[config.mk]
export PLATFORM = sky130hd
export DESIGN_NAME = mars_crew_decoder_flat
export DESIGN_NICKNAME = d
export VERILOG_FILES = /design/src/rtl/mars_crew_decoder_if.sv /design/src/rtl/mars_crew_decoder.sv /design/src/flat_wrapper.sv
export SDC_FILE = /design/constraint.sdc
export NUM_CORES = 1
export LEC_CHECK = 0
export ABC_CLOCK_PERIOD_IN_PS = 3900
export BUFFER_PORTS_ARGS = -buffer_cell sky130_fd_sc_hd__buf_2
export CAP_MARGIN = 40
export CORE_MARGIN = 2
export CORE_UTILIZATION = 35
export CTS_CLUSTER_DIAMETER = 30
export DETAILED_ROUTE_END_ITERATION = 16
export PLACE_DENSITY = 0.6
export SLEW_MARGIN = 20
export SYNTH_ARGS = -nofsm -noshare
export SYNTH_HDL_FRONTEND = slang
export SYNTH_SLANG_ARGS = --single-unit
export TNS_END_PERCENT = 30
[constraint.sdc]
create_clock -name clk -period 3.9 [get_ports clk]
set_input_delay 1.17 -clock clk [delete_from_list [all_inputs] [get_ports clk]]
set_output_delay 1.17 -clock clk [all_outputs]
set_load 0.01 [all_outputs]
[src/rtl/mars_crew_decoder_if.sv]
// Candidate code handshake between the trait classifier and the crew decoder.
// The classifier drives a class code with a valid flag.
// The decoder answers with ready whenever it is collecting a crew.
interface mars_crew_decoder_if;
    logic       code_valid;
    logic [2:0] code;
    logic       code_ready;

    modport master (output code_valid, output code, input code_ready);
    modport slave  (input code_valid, input code, output code_ready);
endinterface

[src/rtl/mars_crew_decoder.sv]
// Mars crew decoder.
// Decodes 3-bit crew class codes into one-hot roles.
// Admits candidates up to QUOTA per role.
// Reports whether each transfer was admitted, rejected as over-quota, or illegal.
// Holds crew_done once every role is filled, until launch releases the crew.
module mars_crew_decoder #(
    parameter int QUOTA = 2
) (
    input  logic                  clk,
    input  logic                  reset,
    input  logic                  start,
    input  logic                  launch,
    mars_crew_decoder_if.slave    code_if,
    output logic                  acc_pulse,
    output logic                  rej_pulse,
    output logic                  ill_pulse,
    output logic [4:0]            role_oh,
    output logic [5:0]            crew_count,
    output logic                  crew_done
);

    typedef enum logic [1:0] {
        IDLE    = 2'd0,
        COLLECT = 2'd1,
        FULL    = 2'd2
    } state_t;

    localparam logic [2:0] QUOTA_C = 3'(QUOTA);

    state_t          state_q, state_d;
    logic [4:0][2:0] cnt_q, cnt_d;
    logic [5:0]      crew_count_q, crew_count_d;
    logic [4:0]      role_oh_q, role_oh_d;
    logic            acc_q, acc_d;
    logic            rej_q, rej_d;
    logic            ill_q, ill_d;

    logic            legal;
    logic [2:0]      role_idx;
    logic [4:0]      role_dec;
    logic            transfer;
    logic            all_full;

    // Map a class code onto its role index and one-hot role; unused codes are illegal.
    always_comb begin
        legal    = 1'b1;
        role_idx = 3'd0;
        role_dec = 5'b00000;
        case (code_if.code)
            3'b000: begin role_idx = 3'd0; role_dec = 5'b00001; end
            3'b001: begin role_idx = 3'd1; role_dec = 5'b00010; end
            3'b010: begin role_idx = 3'd2; role_dec = 5'b00100; end
            3'b100: begin role_idx = 3'd3; role_dec = 5'b01000; end
            3'b110: begin role_idx = 3'd4; role_dec = 5'b10000; end
            default: legal = 1'b0;
        endcase
    end

    // Ready depends on the state alone, so the upstream stage never sees a combinational path back from its own valid.
    assign code_if.code_ready = (state_q == COLLECT);
    assign transfer           = code_if.code_valid && (state_q == COLLECT);

    // Next-state logic: crew bookkeeping, per-transfer result pulses and FSM transitions.
    always_comb begin
        state_d      = state_q;
        cnt_d        = cnt_q;
        crew_count_d = crew_count_q;
        role_oh_d    = role_oh_q;
        acc_d        = 1'b0;
        rej_d        = 1'b0;
        ill_d        = 1'b0;
        all_full     = 1'b1;

        case (state_q)
            IDLE: begin
                if (start) begin
                    state_d      = COLLECT;
                    cnt_d        = '0;
                    crew_count_d = 6'd0;
                end
            end
            COLLECT: begin
                if (transfer) begin
                    if (!legal) begin
                        ill_d = 1'b1;
                    end else if (cnt_q[role_idx] < QUOTA_C) begin
                        cnt_d[role_idx] = cnt_q[role_idx] + 3'd1;
                        crew_count_d    = crew_count_q + 6'd1;
                        role_oh_d       = role_dec;
                        acc_d           = 1'b1;
                    end else begin
                        role_oh_d = role_dec;
                        rej_d     = 1'b1;
                    end
                end
                for (int i = 0; i < 5; i++) begin
                    if (cnt_d[i] != QUOTA_C) begin
                        all_full = 1'b0;
                    end
                end
                if (all_full) begin
                    state_d = FULL;
                end
            end
            FULL: begin
                if (launch) begin
                    state_d = IDLE;
                end
            end
            default: state_d = IDLE;
        endcase
    end

    // State and result registers; reset discards any partial crew immediately.
    always_ff @(posedge clk or posedge reset) begin
        if (reset) begin
            state_q      <= IDLE;
            cnt_q        <= '0;
            crew_count_q <= 6'd0;
            role_oh_q    <= 5'b00000;
            acc_q        <= 1'b0;
            rej_q        <= 1'b0;
            ill_q        <= 1'b0;
        end else begin
            state_q      <= state_d;
            cnt_q        <= cnt_d;
            crew_count_q <= crew_count_d;
            role_oh_q    <= role_oh_d;
            acc_q        <= acc_d;
            rej_q        <= rej_d;
            ill_q        <= ill_d;
        end
    end

    assign acc_pulse  = acc_q;
    assign rej_pulse  = rej_q;
    assign ill_pulse  = ill_q;
    assign role_oh    = role_oh_q;
    assign crew_count = crew_count_q;
    assign crew_done  = (state_q == FULL);

endmodule

[src/flat_wrapper.sv]
// flat-port wrapper written by rule: the top's interface ports become plain ports
module mars_crew_decoder_flat 
#(
    parameter int QUOTA = 2
)
  (clk, reset, start, launch, acc_pulse, rej_pulse, ill_pulse, role_oh, crew_count, crew_done, code_if_code_valid, code_if_code, code_if_code_ready);
  mars_crew_decoder_if code_if_i ();
  input  logic clk;
  input  logic reset;
  input  logic start;
  input  logic launch;
  output logic acc_pulse;
  output logic rej_pulse;
  output logic ill_pulse;
  output logic [4:0] role_oh;
  output logic [5:0] crew_count;
  output logic crew_done;
  input wire logic [$bits(code_if_i.code_valid)-1:0] code_if_code_valid;
  input wire logic [$bits(code_if_i.code)-1:0] code_if_code;
  output wire logic [$bits(code_if_i.code_ready)-1:0] code_if_code_ready;
  assign code_if_i.code_valid = code_if_code_valid;
  assign code_if_i.code = code_if_code;
  assign code_if_code_ready = code_if_i.code_ready;
  mars_crew_decoder #(.QUOTA(QUOTA)) u_core (.clk(clk), .reset(reset), .start(start), .launch(launch), .code_if(code_if_i), .acc_pulse(acc_pulse), .rej_pulse(rej_pulse), .ill_pulse(ill_pulse), .role_oh(role_oh), .crew_count(crew_count), .crew_done(crew_done));
endmodule
==> flow_summary.ini, run 1 <==
[critical_path]
r2r_setup_slack_ns = 1.00
end_kind = flip-flop
setup.worst_path.end = u_core.state_q[0]
crit_arrival_ns = 3.77
crit_path_max_fanout = 11
regToRegEndpoint = u_core.state_q[0]
reg2reg_from = u_core.cnt_q[1]
worstSetupStartpoint = code_if_code[0]
criticalPathCategory = input pin to flip-flop
crit_required_ns = 4.06
r2r_cells = 10
startpoint_type = input pin

[detailed_routing]
viasPerCell = 5.28
num_vias = 1622
postRouteAntennaNets = 0
first_pass_iters = 4
wl_per_cell_um = 14.7
first_iter_violations = 161
wl_um = 4530
drc = 0

[timing]
fin_setup_tns_ns = 0
setup_viol = 0
min_period_over_period_pct = 92.7
hold_viol_final = 0
slew_headroom_pct = 57.6
fin_crit_ns = 3.62
worst_pin_slew_ns = 0.631
skew_ns = 0.00511
max_freq_mhz = 277
grt_setup_unrepaired = no
slew_viol_final = 0

[cts]
ctsHoldBuffers = 0
clockBufferDepth = 2
h-tree-depth = 2
path_clk_slew_ns = 0.07
ctsResizeCount = 0
tritoncts = done
insertion_delay_ns = 0.28
cts_sinks = 31
cts_setup_buffers = 0
numCtsBuffers = 5
root_buffer = clkbuf_8

[pwr]
p_leak_nw = 1.03
seqPwrFrac_pct = 41.5
ir_drop_mv = 0.207
netSwitchingPower_uw = 476
internal-power_uw = 795
finalPower_mw = 1.27
powerDensity_mw_per_mm2 = 585
combPwrFrac_pct = 36.7
p_sw_share_pct = 37.5
clkPwrFrac_pct = 21.8

[floorplan]
ios = 24
dieWidth_um = 75.7
coreArea_mm2 = 0.00504
row_count = 26
dieArea_mm2 = 0.00572
start_util_pct = 35.6
die_y_um = 75.7

[min_path]
min_from = u_core.role_oh[2]
hold_class = flip-flop to flip-flop

[placed_design]
gp_congestion = 0.970
hpwl_um = 3460
portBuffers = 23

[synth]
async_reset_ff_share_pct = 100
synth_seq_cells = 31
synthFlopType = dfrtp_1
synthCells = 197
synth_edf_count = 0
synth_area_mm2 = 0.00180
ys_types = 58
seq_area_frac_synth_pct = 43.2
syn_nets = 207
ys_warn_count = 0
synth.avg_cell_area_um2 = 9.12

[cells_and_area]
diodes = 0
syn2layout_area_growth_pct = 21.0
fillCellCount = 497
drive_gt1_share_pct = 24.5
nets = 246

[global_routing]
grt_max_degree = 32
overflow = 0
grt_pass1_vias = 1492
grt.total_usage_pct = 17.7
grt_first_pass_wirelength_um = 7490
grt_antenna_before_repair = 0

[outcome]
status = finished, final reports clean

[flow_run]
max_cap_viol_count = 0
## worst min path at each step
stage | to | slack (ns) | cells after the start
finish | u_core.role_oh[2] | 0.47 | 2
global route | u_core.role_oh[3] | 0.51 | 2
CTS | u_core.role_oh[2] | 0.48 | 2
detailed placement | u_core.role_oh[2] | 0.46 | 2
global placement | u_core.role_oh[2] | 0.46 | 2
floorplan | u_core.cnt_q[5] | 0.47 | 2
## critical path: stages
cell and delay (ns):
buf_2 0.17, and2b_4 0.28, a221oi_1 0.07, o21ai_0 0.25, inv_1 0.10, ha_1 0.32
nand2_1 0.05, o41a_1 0.44, or4b_1 0.54, nor4_2 0.30, nor2_1 0.07
## power groups by stage
| stage | clock (mW) | sequential (mW) | combinational (mW) |
|---|---|---|---|
| 3_5_place_dp | 0 | 0.530 | 0.468 |
| 6_report | 0.277 | 0.527 | 0.467 |
| 5_1_grt | 0.300 | 0.540 | 0.528 |
| 3_3_place_gp | 0 | 0.532 | 0.470 |
| 4_1_cts | 0.285 | 0.526 | 0.469 |
| 2_1_floorplan | 0 | 0.513 | 0.309 |
## logic make-up after synthesis
group	Yosys count	synth area share, %
simple gates	82	24.8
compound gates	48	19.2
flops	31	43.2
buf+inv	24	6.13
mux	6	3.41
xor+xnor	4	1.95
fa+ha+maj	2	1.39
## metal layers
| layer | global-route usage, % | vias to the layer above | share of wire (%) |
|---|---|---|---|
| met5 | 0 | - | 0 |
| met4 | 5.85 | 0 | 1.8 |
| met3 | 3.17 | 8 | 7.3 |
| met2 | 26.4 | 70 | 43 |
| met1 | 26.0 | 759 | 48 |
| li1 | - | 785 | - |
## placed cells by master (no fill, tap or decap), drive strengths merged, types with 2 or more instances in the layout
master,netlist,routed
a211oi,3,3
a21o,2,2
a21oi,6,6
a32o,3,3
and2,2,2
buf,3,39
clkbuf,4,8
dfrtp,31,31
ha,2,2
inv,17,17
mux2i,5,5
nand2,25,25
nand2b,2,2
nand3,2,2
nand4,2,2
nor2,18,18
nor2b,2,2
nor3,9,9
nor3b,3,3
nor4,5,5
o21ai,12,12
o22ai,2,2
o31ai,4,4
or3,4,4
xor2,4,4
## cell usage after synthesis (2+ instances only)
cell type / n / area [µm²]
nand3_1: 2 / 10.0
mux2i_1: 5 / 50.1
o31ai_1: 4 / 30.0
and2_1: 2 / 12.5
dfrtp_1: 31 / 776
nor2b_1: 2 / 12.5
nor2_1: 18 / 67.6
nand4_1: 2 / 12.5
o21ai_0: 10 / 50.1
xor2_1: 4 / 35.0
o21ai_1: 2 / 10.0
a32o_1: 3 / 30.0
nor4_1: 3 / 18.8
ha_1: 2 / 25.0
o22ai_1: 2 / 12.5
a211oi_1: 3 / 22.5
a21oi_1: 5 / 25.0
or3_1: 4 / 25.0
nand2b_1: 2 / 12.5
nand2_1: 25 / 93.8
nor3b_1: 3 / 22.5
nor3_1: 7 / 35.0
nor3_2: 2 / 20.0
buf_6: 2 / 22.5
inv_1: 14 / 52.6
inv_2: 3 / 11.3
nor4_2: 2 / 25.0
clkbuf_1: 3 / 11.3
## registers in the layout, indices dropped and copies added, names as in the netlist
name,count
u_core.acc_pulse,1
u_core.cnt_q,15
u_core.crew_count,6
u_core.ill_pulse,1
u_core.rej_pulse,1
u_core.role_oh,5
u_core.state_q,2
## cell type report
type	count	area [µm²]	area share [%]
multi-input cells	142	911	41.9
flip-flops and latches	31	776	35.7
inverters	17	63.8	2.94
clock buffers	8	100	4.61
well taps	70	87.6	4.03
repair buffers	39	235	10.8
## stage by stage
| step | hold slack (ns) | instances | setup WS (ns) | area [µm²] | util (%) |
|---|---|---|---|---|---|
| 5_1_grt | 0.512 | 307 | 0.123 | 2170 | 43.1 |
| 3_5_place_dp | 0.459 | 299 | 0.0131 | 2070 | 41.1 |
| 6_report | 0.468 | 307 | 0.285 | 2170 | 43.1 |
| 3_3_place_gp | 0.457 | 299 | 0.0680 | 2070 | 41.1 |
| 2_1_floorplan | 0.467 | 197 | 0.0534 | 1800 | - |
| 4_1_cts | 0.475 | 307 | 0.318 | 2170 | 43.1 |
Note: power is estimated with default switching activity, not from simulation.
==> inputs of run 2 (changes only) <==
--- a/config.mk
+++ b/config.mk
@@ -5,6 +5,7 @@
 export SDC_FILE = /design/constraint.sdc
 export NUM_CORES = 1
 export LEC_CHECK = 0
+export ABC_AREA = 1
 export ABC_CLOCK_PERIOD_IN_PS = 3900
 export BUFFER_PORTS_ARGS = -buffer_cell sky130_fd_sc_hd__buf_2
 export CAP_MARGIN = 40
==> run 2 against run 1 <==
Compared with the run above:
- combinational power up 8.6%
- largest cell class unchanged
- fmax increased by 16%
- global-route usage is 1.4 points lower
==> flow_summary.ini, run 2 <==
[outcome]
status = finished, final reports clean

[min_path]
hold_depth = 2
hold_class = flip-flop to flip-flop

[synth]
ys_types = 27
yosysMostFrequentCell = nand2_1
ys_warn_count = 0
synth_area_leaders = dfrtp_1, nand2_1, inv_1
synth_seq_cells = 31
yosysTopAreaCellShare_pct = 42.1
synth_area_mm2 = 0.00184
synth_edf_count = 0
synthCells = 248
synth.avg_cell_area_um2 = 7.43
synthFlopType = dfrtp_1
synth_common_cells = nand2_1, inv_1, dfrtp_1, nor2_1, nand3_1
async_reset_ff_share_pct = 100
seq_area_frac_synth_pct = 42.1
syn_nets = 258
synth.largest_area_cell = dfrtp_1

[cells_and_area]
top_register = u_core.cnt_q
mostFrequentLayoutCells = nand2_1, inv_1, dfrtp_1
diodes = 0
nets = 284
largest_reg_flops = 15
fillCellCount = 523
syn2layout_area_growth_pct = 16.0
drive_gt1_share_pct = 18.2
final_common_cell = nand2_1

[critical_path]
cp_num_cells = 17
crit_arrival_ns = 3.29
end_kind = flip-flop
critical-path-top-delay-family = simple AND/OR/NAND/NOR gates
crit_chain = buf_2, inv_1, nand3_2, nand2_2, inv_1, nand3_1, nand3_1, nand2_1, nand3_2, nand2_1, nand2_1, nor2_1, nand2_1, nor2_1, nand2_1, nand2_1, nand2_1
criticalPathCategory = input pin to flip-flop
cp_common_cell = nand2_1
crit_slowest_cell = nand2_1
slowest_delay_ns = 0.54
startpoint_type = input pin
crit_required_ns = 4.07
crit_path_max_fanout = 20
path_buf_inv = 3
r2r_cells = 14

[placed_design]
gp_congestion = 0.874
portBuffers = 23
hpwl_um = 3350

[global_routing]
overflow = 0
grt_first_pass_wirelength_um = 7590
grt_pass1_vias = 1631
grt_max_degree = 21
grt.total_usage_pct = 16.3
grt_antenna_before_repair = 0

[floorplan]
dieWidth_um = 76.5
die_y_um = 76.5
dieArea_mm2 = 0.00586
start_util_pct = 36.1
coreArea_mm2 = 0.00511
ios = 24
row_count = 26

[cts]
path_clk_slew_ns = 0.07
h-tree-depth = 2
numCtsBuffers = 5
ctsHoldBuffers = 0
root_buffer = clkbuf_8
cts_setup_buffers = 0
clockBufferDepth = 2
ctsResizeCount = 0
insertion_delay_ns = 0.28
tritoncts = done
cts_sinks = 31

[detailed_routing]
postRouteAntennaNets = 0
viasPerCell = 4.95
wl_um = 4330
num_vias = 1707
first_pass_iters = 4
drc = 0
wl_per_cell_um = 12.6
first_iter_violations = 153

[timing]
min_period_over_period_pct = 80.0
setup_viol = 0
max_freq_mhz = 321
fin_setup_tns_ns = 0
skew_ns = 0.00607
hold_viol_final = 0
slew_headroom_pct = 51.9
worst_pin_slew_ns = 0.719
slew_viol_final = 0
grt_setup_unrepaired = no
fin_crit_ns = 3.12

[flow_run]
max_cap_viol_count = 0

[pwr]
ir_drop_mv = 0.202
p_leak_nw = 1.13
finalPower_mw = 1.31
powerDensity_mw_per_mm2 = 612
run 2: cell types whose count changed in the layout (fill, tap and decap cells not counted), moves of 5 or more:
cell     change
buf_4       -13
nand3_1     +17
inv_1       +21
nand2_2      +5
mux2i_1      -5
nand4_1     +13
o22ai_1      +5
nand2_1     +42
run 2: final cells by class:
type / instances / area, µm² / area share [%]
inverters: 36 / 135 / 6.32
well taps: 70 / 87.6 / 4.10
flip-flops and latches: 31 / 776 / 36.3
repair buffers: 26 / 138 / 6.44
multi-input cells: 174 / 883 / 41.3
clock buffers: 6 / 82.6 / 3.86
clock inverters: 2 / 35.0 / 1.64
run 2: through the flow:
stage	hold WS (ns)	util [%]	worst slack, ns	cells	area [µm²]
2_1_floorplan	0.496	-	0.923	248	1840
3_3_place_gp	0.463	39.5	0.536	337	2020
3_5_place_dp	0.474	39.5	0.518	337	2020
4_1_cts	0.489	41.8	0.822	345	2140
5_1_grt	0.511	41.8	0.523	345	2140
6_report	0.483	41.8	0.780	345	2140
run 2: worst min-delay path, cell delays in order, from the launching register on:
cell	delay, ns
dfrtp_1	0.34
nand2_1	0.05
o21ai_0	0.06
run 2: logic make-up after synthesis:
group / count (synthesis) / synth area share (%)
AND/OR/NAND/NOR: 142 / 37.2
AO/OA/AOI/OAI: 30 / 9.38
flip-flops: 31 / 42.1
buffers and inverters: 43 / 9.92
adder cells (fa/ha/maj): 2 / 1.36
run 2: layer usage:
| metal | routed length [µm] | up-vias | global-route usage (%) |
|---|---|---|---|
| li1 | - | 865 | - |
| met3 | 250 | 6 | 3.91 |
| met4 | 60 | 0 | 6.18 |
| met2 | 1860 | 62 | 24.5 |
| met5 | 0 | - | 0 |
| met1 | 2170 | 774 | 22.7 |
run 2: final timing paths:
| kind | start | endpoint | slack [ns] |
|---|---|---|---|
| worst max-delay path | code_if_code[0] | u_core.state_q[0] | 0.78 |
| worst min-delay path | u_core.role_oh[1] | u_core.role_oh[1] | 0.48 |
| worst max register to register | u_core.cnt_q[8] | u_core.state_q[0] | 1.70 |
| worst min register to register | u_core.role_oh[1] | u_core.role_oh[1] | 0.48 |
| max in group asynchronous | reset | u_core.cnt_q[5] | 2.31 |
| min in group asynchronous | reset | u_core.crew_count[2] | 0.94 |
run 2: where the power goes:
part | total (mW) | leakage, nW | internal, mW | switching, mW
registers | 0.476 | 0.405 | 0.418 | 0.0583
clock network | 0.325 | 0.0612 | 0.206 | 0.118
logic | 0.507 | 0.665 | 0.166 | 0.341
==> inputs of run 3 (changes only) <==
--- a/config.mk
+++ b/config.mk
@@ -6,7 +6,7 @@
 export NUM_CORES = 1
 export LEC_CHECK = 0
 export ABC_AREA = 1
-export ABC_CLOCK_PERIOD_IN_PS = 3900
+export ABC_CLOCK_PERIOD_IN_PS = 3200
 export BUFFER_PORTS_ARGS = -buffer_cell sky130_fd_sc_hd__buf_2
 export CAP_MARGIN = 40
 export CORE_MARGIN = 2
==> constraint.sdc (replaced) <==
create_clock -name clk -period 3.2 [get_ports clk]
set_input_delay 0.96 -clock clk [delete_from_list [all_inputs] [get_ports clk]]
set_output_delay 0.96 -clock clk [all_outputs]
set_load 0.01 [all_outputs]
==> run 3 against run 2 <==
Compared with the run above:
- sequential power up 21%
- clock power is 24% higher
- critical path depth is the same
- global-route usage increased by 0.62 points
- clock-buffer cell count is the same
- combinational power grew 26%
- wire length about the same
- register-to-register slack worse by 0.77 ns
- power rose by 24%
- critical path type unchanged
==> flow_summary.ini, run 3 (same netlist as run 2, synthesis figures left out) <==
[floorplan]
dieWidth_um = 76.5
ios = 24
dieArea_mm2 = 0.00586
row_count = 26
die_y_um = 76.5
start_util_pct = 36.1
coreArea_mm2 = 0.00511

[cts]
root_buffer = clkbuf_8
path_clk_slew_ns = 0.07
insertion_delay_ns = 0.29
ctsHoldBuffers = 0
numCtsBuffers = 5
cts_setup_buffers = 0
ctsResizeCount = 0
cts_sinks = 31
clockBufferDepth = 2
h-tree-depth = 2
tritoncts = done

[critical_path]
r2r_cells = 14
reg2reg_from = u_core.state_q[0]
crit_arrival_ns = 2.96
crit_path_max_fanout = 6
r2r_setup_slack_ns = 0.93
criticalPathCategory = input pin to flip-flop
end_kind = flip-flop
worstSetupStartpoint = code_if_code[0]
startpoint_type = input pin
crit_required_ns = 3.38
regToRegEndpoint = u_core.state_q[0]

[cells_and_area]
diodes = 0
nets = 286
largest_reg_flops = 15
final_common_cell = nand2_1
mostFrequentLayoutCells = nand2_1, inv_1, dfrtp_1
top_register = u_core.cnt_q
syn2layout_area_growth_pct = 17.5
drive_gt1_share_pct = 18.8

[global_routing]
grt_pass1_vias = 1596
overflow = 0
grt_first_pass_wirelength_um = 7750
grt_max_degree = 32
grt_antenna_before_repair = 0
grt.total_usage_pct = 16.9

[pwr]
powerDensity_mw_per_mm2 = 747
p_leak_nw = 1.15
ir_drop_mv = 0.268

[timing]
setup_viol = 0
holdWs_ns = 0.479
slew_headroom_pct = 72.1
slew_viol_final = 0
hold_viol_final = 0
worst_pin_slew_ns = 0.418
skew_ns = 0.00685
max_freq_mhz = 359
grt_setup_unrepaired = no
fin_setup_tns_ns = 0
min_period_over_period_pct = 86.9
fin_crit_ns = 2.78

[detailed_routing]
wl_um = 4330
first_pass_iters = 4
drc = 0
wl_per_cell_um = 12.5
first_iter_violations = 162
num_vias = 1677
postRouteAntennaNets = 0
viasPerCell = 4.83

[min_path]
min_from = u_core.role_oh[2]
hold_class = flip-flop to flip-flop
worstHoldEndpoint = u_core.role_oh[2]
hold_depth = 2

[outcome]
status = finished, final reports clean

[placed_design]
hpwl_um = 3240
portBuffers = 23
gp_congestion = 0.932

[flow_run]
max_cap_viol_count = 0
-- run 3: worst max-delay path, stage by stage --
cell and delay (ns):
buf_2 0.13, inv_1 0.15, nand2_1 0.07, nor2_1 0.22, inv_1 0.18, nand3_1 0.12
nand2_1 0.10, ha_1 0.31, inv_1 0.08, nand4_1 0.11, nand2_1 0.07, nor2_1 0.12
nand2_1 0.07, nor2_1 0.12, nand2_1 0.06, nand2_1 0.05, nand2_1 0.04
-- run 3: routing by layer --
metal	global-route usage, %	up-vias	wire [µm]
met2	24.3	46	1790
li1	-	870	-
met3	4.74	9	250
met4	8.36	0	115
met5	0	-	0
met1	23.3	752	2170
-- run 3: layout make-up --
type / instances / area [µm²]
sequential: 31 / 776
clock buffer: 6 / 82.6
multi-input combinational: 174 / 883
inverter: 36 / 135
tap: 70 / 87.6
fill: 520 / 2940
timing repair buffer: 28 / 165
clock inverter: 2 / 35.0
-- run 3: where the power goes --
group	internal, mW	leakage [nW]	switching [mW]
Clock	0.252	0.0612	0.150
Sequential	0.509	0.405	0.0692
Combinational	0.224	0.680	0.413
-- run 3: worst max path at each step --
stage                     slack, ns  cells past startpoint                 to
after floorplan                0.43                     19  u_core.state_q[0]
after global placement         0.09                     17  u_core.state_q[0]
after detailed placement       0.10                     17  u_core.state_q[0]
after CTS                      0.43                     17  u_core.state_q[0]
after global routing           0.17                     17  u_core.state_q[0]
final                          0.42                     17  u_core.state_q[0]
-- run 3: metrics by stage --
step,cell area (µm²),util (%),cells,power (mW),setup slack [ns]
2_1_floorplan,1840,-,248,1.04,0.433
3_3_place_gp,2050,40.1,339,1.21,0.0932
3_5_place_dp,2050,40.1,339,1.22,0.105
4_1_cts,2160,42.4,347,1.63,0.430
5_1_grt,2160,42.4,347,1.76,0.171
6_report,2160,42.4,347,1.62,0.418
